--- src/rtl/vliw_param_engine.sv ---
// vliw_param_engine
//   Parametrised VLIW iteration engine for one Julia pixel lane. A flop register
//   file of WIDTH-bit signed fixed-point values is updated by a static bundle of
//   five slots (load, neg, add, mul, escape-compare) issued once per cycle after a
//   start pulse, until max_iterations bundles have issued or the compare fires.
//   The multiplier pipeline is then drained before done is raised.
//   Optional feature macro: SAT_ARITH_EN -- when defined, add/neg/mul saturate to
//   the signed WIDTH-bit range; when undefined they wrap (two's complement).
`timescale 1ns/1ps
module vliw_param_engine #(
    parameter int WIDTH   = 27,
    parameter int FRAC    = 23,
    parameter int ADDR_W  = 4,
    parameter int ITER_W  = 10,
    parameter int MUL_LAT = 2
) (
    input  logic              clk,
    input  logic              reset,
    input  logic              start,
    input  logic [ITER_W-1:0] max_iterations,
    output logic              done,
    output logic [ITER_W-1:0] num_iterations,
    output logic              escaped,
    input  logic              load_enable_input,
    input  logic [WIDTH-1:0]  load_value,
    input  logic [ADDR_W-1:0] load_dest_addr,
    input  logic              neg_enable_input,
    input  logic [ADDR_W-1:0] neg_src_addr,
    input  logic [ADDR_W-1:0] neg_dest_addr,
    input  logic              add_enable_input,
    input  logic [ADDR_W-1:0] add_src1_addr,
    input  logic [ADDR_W-1:0] add_src2_addr,
    input  logic [ADDR_W-1:0] add_dest_addr,
    input  logic              mul_enable_input,
    input  logic [ADDR_W-1:0] mul_src1_addr,
    input  logic [ADDR_W-1:0] mul_src2_addr,
    input  logic [ADDR_W-1:0] mul_dest_addr,
    input  logic              cmp_enable_input,
    input  logic [ADDR_W-1:0] cmp_src_addr,
    input  logic [WIDTH-1:0]  cmp_threshold,
    input  logic [ADDR_W-1:0] rd_addr,
    output logic [WIDTH-1:0]  rd_data
);

    localparam int DEPTH = 2 ** ADDR_W;
    localparam int DCW   = (MUL_LAT > 1) ? $clog2(MUL_LAT) : 1;

`ifdef SAT_ARITH_EN
    localparam logic [WIDTH-1:0] MAX_POS = {1'b0, {(WIDTH-1){1'b1}}};
    localparam logic [WIDTH-1:0] MIN_NEG = {1'b1, {(WIDTH-1){1'b0}}};
`endif

    typedef enum logic [1:0] {
        ST_IDLE  = 2'd0,
        ST_RUN   = 2'd1,
        ST_DRAIN = 2'd2,
        ST_DONE  = 2'd3
    } state_t;

    // Signed addition, saturating or wrapping depending on build.
    function automatic logic [WIDTH-1:0] add_op(input logic [WIDTH-1:0] a, input logic [WIDTH-1:0] b);
`ifdef SAT_ARITH_EN
        logic [WIDTH:0] sum;
        sum = {a[WIDTH-1], a} + {b[WIDTH-1], b};
        if (sum[WIDTH] != sum[WIDTH-1]) begin
            return sum[WIDTH] ? MIN_NEG : MAX_POS;
        end else begin
            return sum[WIDTH-1:0];
        end
`else
        return a + b;
`endif
    endfunction

    // Signed negation; the most negative value has no positive twin.
    function automatic logic [WIDTH-1:0] neg_op(input logic [WIDTH-1:0] a);
`ifdef SAT_ARITH_EN
        if (a == MIN_NEG) begin
            return MAX_POS;
        end else begin
            return {WIDTH{1'b0}} - a;
        end
`else
        return {WIDTH{1'b0}} - a;
`endif
    endfunction

    // Fixed-point multiply: full signed product, keep bits [FRAC+WIDTH-1:FRAC].
    function automatic logic [WIDTH-1:0] mul_op(input logic [WIDTH-1:0] a, input logic [WIDTH-1:0] b);
        logic signed [2*WIDTH-1:0] prod;
`ifdef SAT_ARITH_EN
        logic signed [2*WIDTH-1:0] top;
`endif
        prod = $signed(a) * $signed(b);
`ifdef SAT_ARITH_EN
        top = prod >>> (FRAC + WIDTH - 1);
        if ((top != '0) && (top != '1)) begin
            return prod[2*WIDTH-1] ? MIN_NEG : MAX_POS;
        end else begin
            return WIDTH'(prod >>> FRAC);
        end
`else
        return WIDTH'(prod >>> FRAC);
`endif
    endfunction

    state_t                          state_r;
    state_t                          next_state_s;
    logic [WIDTH-1:0]                regs_r [DEPTH];
    logic [ITER_W-1:0]               iter_cnt_r;
    logic [ITER_W-1:0]               max_r;
    logic [ITER_W-1:0]               iter_inc_s;
    logic [DCW-1:0]                  drain_cnt_r;
    logic                            escaped_r;
    logic                            done_r;
    logic                            issue_s;
    logic                            accept_s;
    logic                            cmp_fire_s;
    logic                            load_we_s;
    logic                            neg_we_s;
    logic                            add_we_s;
    logic                            mul_we_s;
    logic [WIDTH-1:0]                neg_res_s;
    logic [WIDTH-1:0]                add_res_s;
    logic [WIDTH-1:0]                mul_res_s;
    logic [MUL_LAT-1:0]              mul_vld_r;
    logic [MUL_LAT-1:0][ADDR_W-1:0]  mul_dst_r;
    logic [MUL_LAT-1:0][WIDTH-1:0]   mul_res_r;
    logic                            mul_ret_s;

    assign iter_inc_s = iter_cnt_r + ITER_W'(1);
    assign neg_res_s  = neg_op(regs_r[neg_src_addr]);
    assign add_res_s  = add_op(regs_r[add_src1_addr], regs_r[add_src2_addr]);
    assign mul_res_s  = mul_op(regs_r[mul_src1_addr], regs_r[mul_src2_addr]);
    assign cmp_fire_s = cmp_enable_input &&
                        ($signed(regs_r[cmp_src_addr]) >= $signed(cmp_threshold));
    assign load_we_s  = issue_s & load_enable_input;
    assign neg_we_s   = issue_s & neg_enable_input;
    assign add_we_s   = issue_s & add_enable_input;
    assign mul_we_s   = issue_s & mul_enable_input;
    assign mul_ret_s  = mul_vld_r[MUL_LAT-1];

    assign done           = done_r;
    assign escaped        = escaped_r;
    assign num_iterations = iter_cnt_r;
    assign rd_data        = regs_r[rd_addr];

    // FSM state register.
    always_ff @(posedge clk or negedge reset) begin
        if (!reset) begin
            state_r <= ST_IDLE;
        end else begin
            state_r <= next_state_s;
        end
    end

    // FSM next-state logic: run until limit or escape, then drain the multiplier.
    always_comb begin
        next_state_s = state_r;
        case (state_r)
            ST_IDLE, ST_DONE: begin
                if (start) begin
                    next_state_s = (max_iterations == '0) ? ST_DRAIN : ST_RUN;
                end else begin
                    next_state_s = state_r;
                end
            end
            ST_RUN: begin
                if (cmp_fire_s || (iter_inc_s == max_r)) begin
                    next_state_s = ST_DRAIN;
                end else begin
                    next_state_s = ST_RUN;
                end
            end
            ST_DRAIN: begin
                if (drain_cnt_r == DCW'(MUL_LAT - 1)) begin
                    next_state_s = ST_DONE;
                end else begin
                    next_state_s = ST_DRAIN;
                end
            end
            default: next_state_s = ST_IDLE;
        endcase
    end

    // FSM output decode: bundle issue in RUN, start honoured only when idle or done.
    always_comb begin
        issue_s  = 1'b0;
        accept_s = 1'b0;
        case (state_r)
            ST_IDLE, ST_DONE: accept_s = start;
            ST_RUN:           issue_s  = 1'b1;
            ST_DRAIN:         issue_s  = 1'b0;
            default:          issue_s  = 1'b0;
        endcase
    end

    // Run bookkeeping: iteration counter, latched limit, escape flag, done level.
    always_ff @(posedge clk or negedge reset) begin
        if (!reset) begin
            iter_cnt_r <= '0;
            max_r      <= '0;
            escaped_r  <= 1'b0;
            done_r     <= 1'b0;
        end else begin
            if (accept_s) begin
                iter_cnt_r <= '0;
                max_r      <= max_iterations;
                escaped_r  <= 1'b0;
            end else if (issue_s) begin
                iter_cnt_r <= iter_inc_s;
                if (cmp_fire_s) begin
                    escaped_r <= 1'b1;
                end
            end
            done_r <= (next_state_s == ST_DONE);
        end
    end

    // Drain cycle counter, only advances while draining.
    always_ff @(posedge clk or negedge reset) begin
        if (!reset) begin
            drain_cnt_r <= '0;
        end else if (state_r == ST_DRAIN) begin
            drain_cnt_r <= drain_cnt_r + DCW'(1);
        end else begin
            drain_cnt_r <= '0;
        end
    end

    // Multiplier pipeline: product captured at issue, shifted toward retirement.
    always_ff @(posedge clk or negedge reset) begin
        if (!reset) begin
            mul_vld_r <= '0;
            mul_dst_r <= '0;
            mul_res_r <= '0;
        end else begin
            mul_vld_r[0] <= mul_we_s;
            mul_dst_r[0] <= mul_dest_addr;
            mul_res_r[0] <= mul_res_s;
            for (int k = 1; k < MUL_LAT; k++) begin
                mul_vld_r[k] <= mul_vld_r[k-1];
                mul_dst_r[k] <= mul_dst_r[k-1];
                mul_res_r[k] <= mul_res_r[k-1];
            end
        end
    end

    // Register file writes; later assignments win, giving mul > add > neg > load.
    always_ff @(posedge clk or negedge reset) begin
        if (!reset) begin
            for (int i = 0; i < DEPTH; i++) begin
                regs_r[i] <= '0;
            end
        end else begin
            if (load_we_s) begin
                regs_r[load_dest_addr] <= load_value;
            end
            if (neg_we_s) begin
                regs_r[neg_dest_addr] <= neg_res_s;
            end
            if (add_we_s) begin
                regs_r[add_dest_addr] <= add_res_s;
            end
            if (mul_ret_s) begin
                regs_r[mul_dst_r[MUL_LAT-1]] <= mul_res_r[MUL_LAT-1];
            end
        end
    end

endmodule

--- config.mk ---
export PLATFORM = sky130hd
export DESIGN_NAME = vliw_param_engine
export DESIGN_NICKNAME = d
export VERILOG_FILES = /design/src/rtl/vliw_param_engine.sv
export SDC_FILE = /design/constraint.sdc
export NUM_CORES = 2
export LEC_CHECK = 0
export BUFFER_PORTS_ARGS = -buffer_cell sky130_fd_sc_hd__buf_2
export CORE_ASPECT_RATIO = 1.1
export CORE_MARGIN = 3
export CORE_UTILIZATION = 25
export DETAILED_ROUTE_END_ITERATION = 12
export SETUP_SLACK_MARGIN = 0.5
export SYNTH_ARGS = -nofsm -noshare
export SYNTH_HDL_FRONTEND = slang
export SYNTH_SLANG_ARGS = --single-unit
--- constraint.sdc ---
create_clock -name clk -period 9.45 [get_ports clk]
set_input_delay 0 -clock clk [delete_from_list [all_inputs] [get_ports clk]]
set_output_delay 0 -clock clk [all_outputs]
set_load 0.02 [all_outputs]
==> impl_metrics.ini <==
[clock_tree]
cts.reportedPaths.clkPinSlew_ns = 0.07
clk_path_buf_depth = 3
numCtsBuffers = 61
cts.sinks = 521
clock_latency_ns = 0.79
htreeDepth = 2
cts_root_buffer = clkbuf_16
cts_tree = yes

[synth]
synth.distinct_cells = 83
syn_nets = 9113
ys_seq_area_share_pct = 16.3
syn_inst = 8072
synth_warnings = 0
synth_edf_count = 0
syn_area_sq_um = 80200
synth_seq_cells = 521
syn_avg_cell_area_sq_um = 9.93
synth_flop_cell = dfrtp_1
synthArstFlopShare_pct = 100

[place]
port_buffers = 154
gp_congestion = 1.05
hpwl_mm = 277

[sta]
tns_ns = 0
maxSlewViolCount = 10
skew_ns = 0.0929
fin_crit_ns = 8.86
setup_violations = 0
tightestPinTransition_ns = 1.54
hold_violations = 0
max_freq_ghz = 0.113
rsz0062_at_grt = true
period_share_pct = 93.7
relSlewSlack_pct = -3.08

[die]
fp-row-count = 217
boundaryPins = 155
dieArea_sq_um = 327000
start_util_pct = 25.2
coreArea_sq_um = 318000
die_w_um = 546
fp.dieH_um = 600

[grt]
overflow = 0
grt_pass1_wl_mm = 555
antenna_found_initial = 75
grt_use_total_pct = 23.5
grt_max_degree = 147
grt_pass1_vias = 72400

[route]
drc_errors = 0
drt_first_pass_iters = 10
wl_mm = 399
wire_per_inst_um = 32.3
ant_nets = 0
vias = 74500
post_drt_via_cell_ratio = 6.03
drt_iter0_markers = 11300

[setup_path]
crit_path_end_kind = flop
startpoint_type = flop
arrival_ns = 9.44
worst-setup-path-type = flop to flop
crit_fanout = 8
critical_path_required_ns = 10.03

[finish]
areaGrowthSynthToFinish_pct = 12.1
nets = 9034
mostFrequentLayoutCell = nand2_1
n_fill_cell = 33200
fin_util_pct = 28.2
final_cell_mix = nand2_1, mux4_2, inv_1
drive_gt1_share_pct = 21.2

[outcome]
status = finished, violations left
violations = capacitance limit, slew limit

[min_path]
min_path_type = input port to flop

[run]
drv_cap = 1
## Yosys cell counts, types with 5 or more instances
cell	instances	area, sq um
o21ai_0	319	1600
buf_6	8	90.1
o21bai_1	6	45.0
nand3_1	122	611
buf_1	113	424
a221o_1	19	190
o221ai_1	5	43.8
dfrtp_1	521	13000
nor2_1	535	2010
a211o_1	5	43.8
a211oi_1	112	841
o22a_1	22	193
mux2i_1	383	3830
a31oi_1	82	513
buf_2	20	100
o21ai_1	92	460
nand2_1	1103	4140
fa_1	720	14400
nand2b_1	38	238
o2111ai_1	5	43.8
o211ai_1	77	578
a21o_1	34	255
inv_1	917	3440
a22oi_1	83	623
nor2b_1	70	438
mux4_2	927	20900
and3_1	14	87.6
o311ai_0	13	114
o21a_1	32	240
xnor2_1	76	666
and2_1	89	557
mux2_2	45	507
or3_1	15	93.8
clkbuf_1	566	2120
ha_1	205	2560
nor3b_1	5	37.5
a21oi_1	416	2080
nand4_1	22	138
xor2_1	33	289
o31ai_1	23	173
and4_1	6	52.6
nor3_1	40	200
or2_2	13	81.3
a221oi_1	51	447
## logic make-up after synthesis
kind of cell	synth area share [%]
buffers and inverters	7.76
xor gates and xnor gates	1.21
and+or+nand+nor	11.1
AOI/OAI and AO/OA	11.0
DFF	16.3
muxes	31.5
adders and majority gates	21.2
## final cells by class
type                    count  area [sq um]  area share [%]
diodes                     41           103           0.114
clock buffers              87          1750            1.95
clock inverters            26           307           0.341
inverters                 918          3460            3.85
multi-input cells        5925         61500            68.4
flip-flops and latches    521         13000            14.5
well taps                4270          5340            5.95
repair buffers            566          4360            4.86
## critical path, stage by stage (launching register included)
cell and delay, ns:
dfrtp_1 0.51, mux4_2 0.68, mux4_2 0.70, buf_4 0.26
nand2_1 0.10, fa_1 0.42, fa_1 0.51, fa_1 0.56
inv_1 0.06, fa_1 0.49, inv_1 0.05, fa_1 0.52
inv_1 0.05, fa_1 0.47, inv_1 0.06, fa_1 0.47
inv_1 0.04, ha_1 0.33, a21o_1 0.20, a21o_1 0.17
a21oi_1 0.22, nand3_1 0.15, a211oi_1 0.28, buf_4 0.20
o21ai_0 0.19, o31ai_1 0.64, o21bai_1 0.16, xor2_1 0.17
## stage by stage
step	hold WS [ns]	setup slack, ns	std cells	instance area [sq um]
3_5_place_dp	0.0416	0.285	12100	86800
3_3_place_gp	0.0411	0.330	12100	86800
4_1_cts	0.0301	0.580	12300	89500
6_report	0.0703	0.591	12400	89800
5_1_grt	0.0884	0.486	12300	89800
2_1_floorplan	-0.296	0.506	8072	80200
## routing by layer
layer / GRT usage [%] / vias to the layer above / share of wire [%]
met3: 10.5 / 2091 / 15
met1: 26.5 / 37200 / 33
met5: 0.219 / - / 0.095
met4: 20.1 / 50 / 11
li1: - / 28500 / -
met2: 33.8 / 6716 / 41
## what timing repair did
| item | CTS | global route |
|---|---|---|
| hold buffers | 61 | 0 |
| resized for setup | 1 | 5 |
| hold endpoints to repair | 516 | 0 |
| pin swaps | 0 | 2 |
| buffers inserted | 0 | 15 |
| cloned | 0 | 3 |
| endpoints found under the setup margin | 4 | 8 |
## path summary, 6_finish.rpt
kind	to	from	cells past startpoint	slack, ns
worst min-delay path	regs_r[162]$_DFF_PN0_	neg_dest_addr[1]	6	0.07
worst max register to register	mul_res_r[12]$_DFF_PN0_	regs_r[229]$_DFF_PN0_	27	0.59
min in group asynchronous	regs_r[94]$_DFF_PN0_	reset	4	0.47
max in group asynchronous	regs_r[2]$_DFF_PN0_	reset	5	7.26
worst max-delay path	mul_res_r[12]$_DFF_PN0_	regs_r[229]$_DFF_PN0_	27	0.59
worst min register to register	mul_vld_r[1]$_DFF_PN0_	mul_vld_r[0]$_DFF_PN0_	0	0.35
## registers in the layout (all words and copies together), names as in the netlist
name and flops:
mul_dst_r 8, max_r 10, state_r 2, num_iterations 10, mul_vld_r 2, regs_r 432, done 1, drain_cnt_r 1
mul_res_r 54, escaped 1
Power is left out: the tool's default activity adds up to more than one toggle a clock period on the data nets, which glitch-free logic cannot reach.
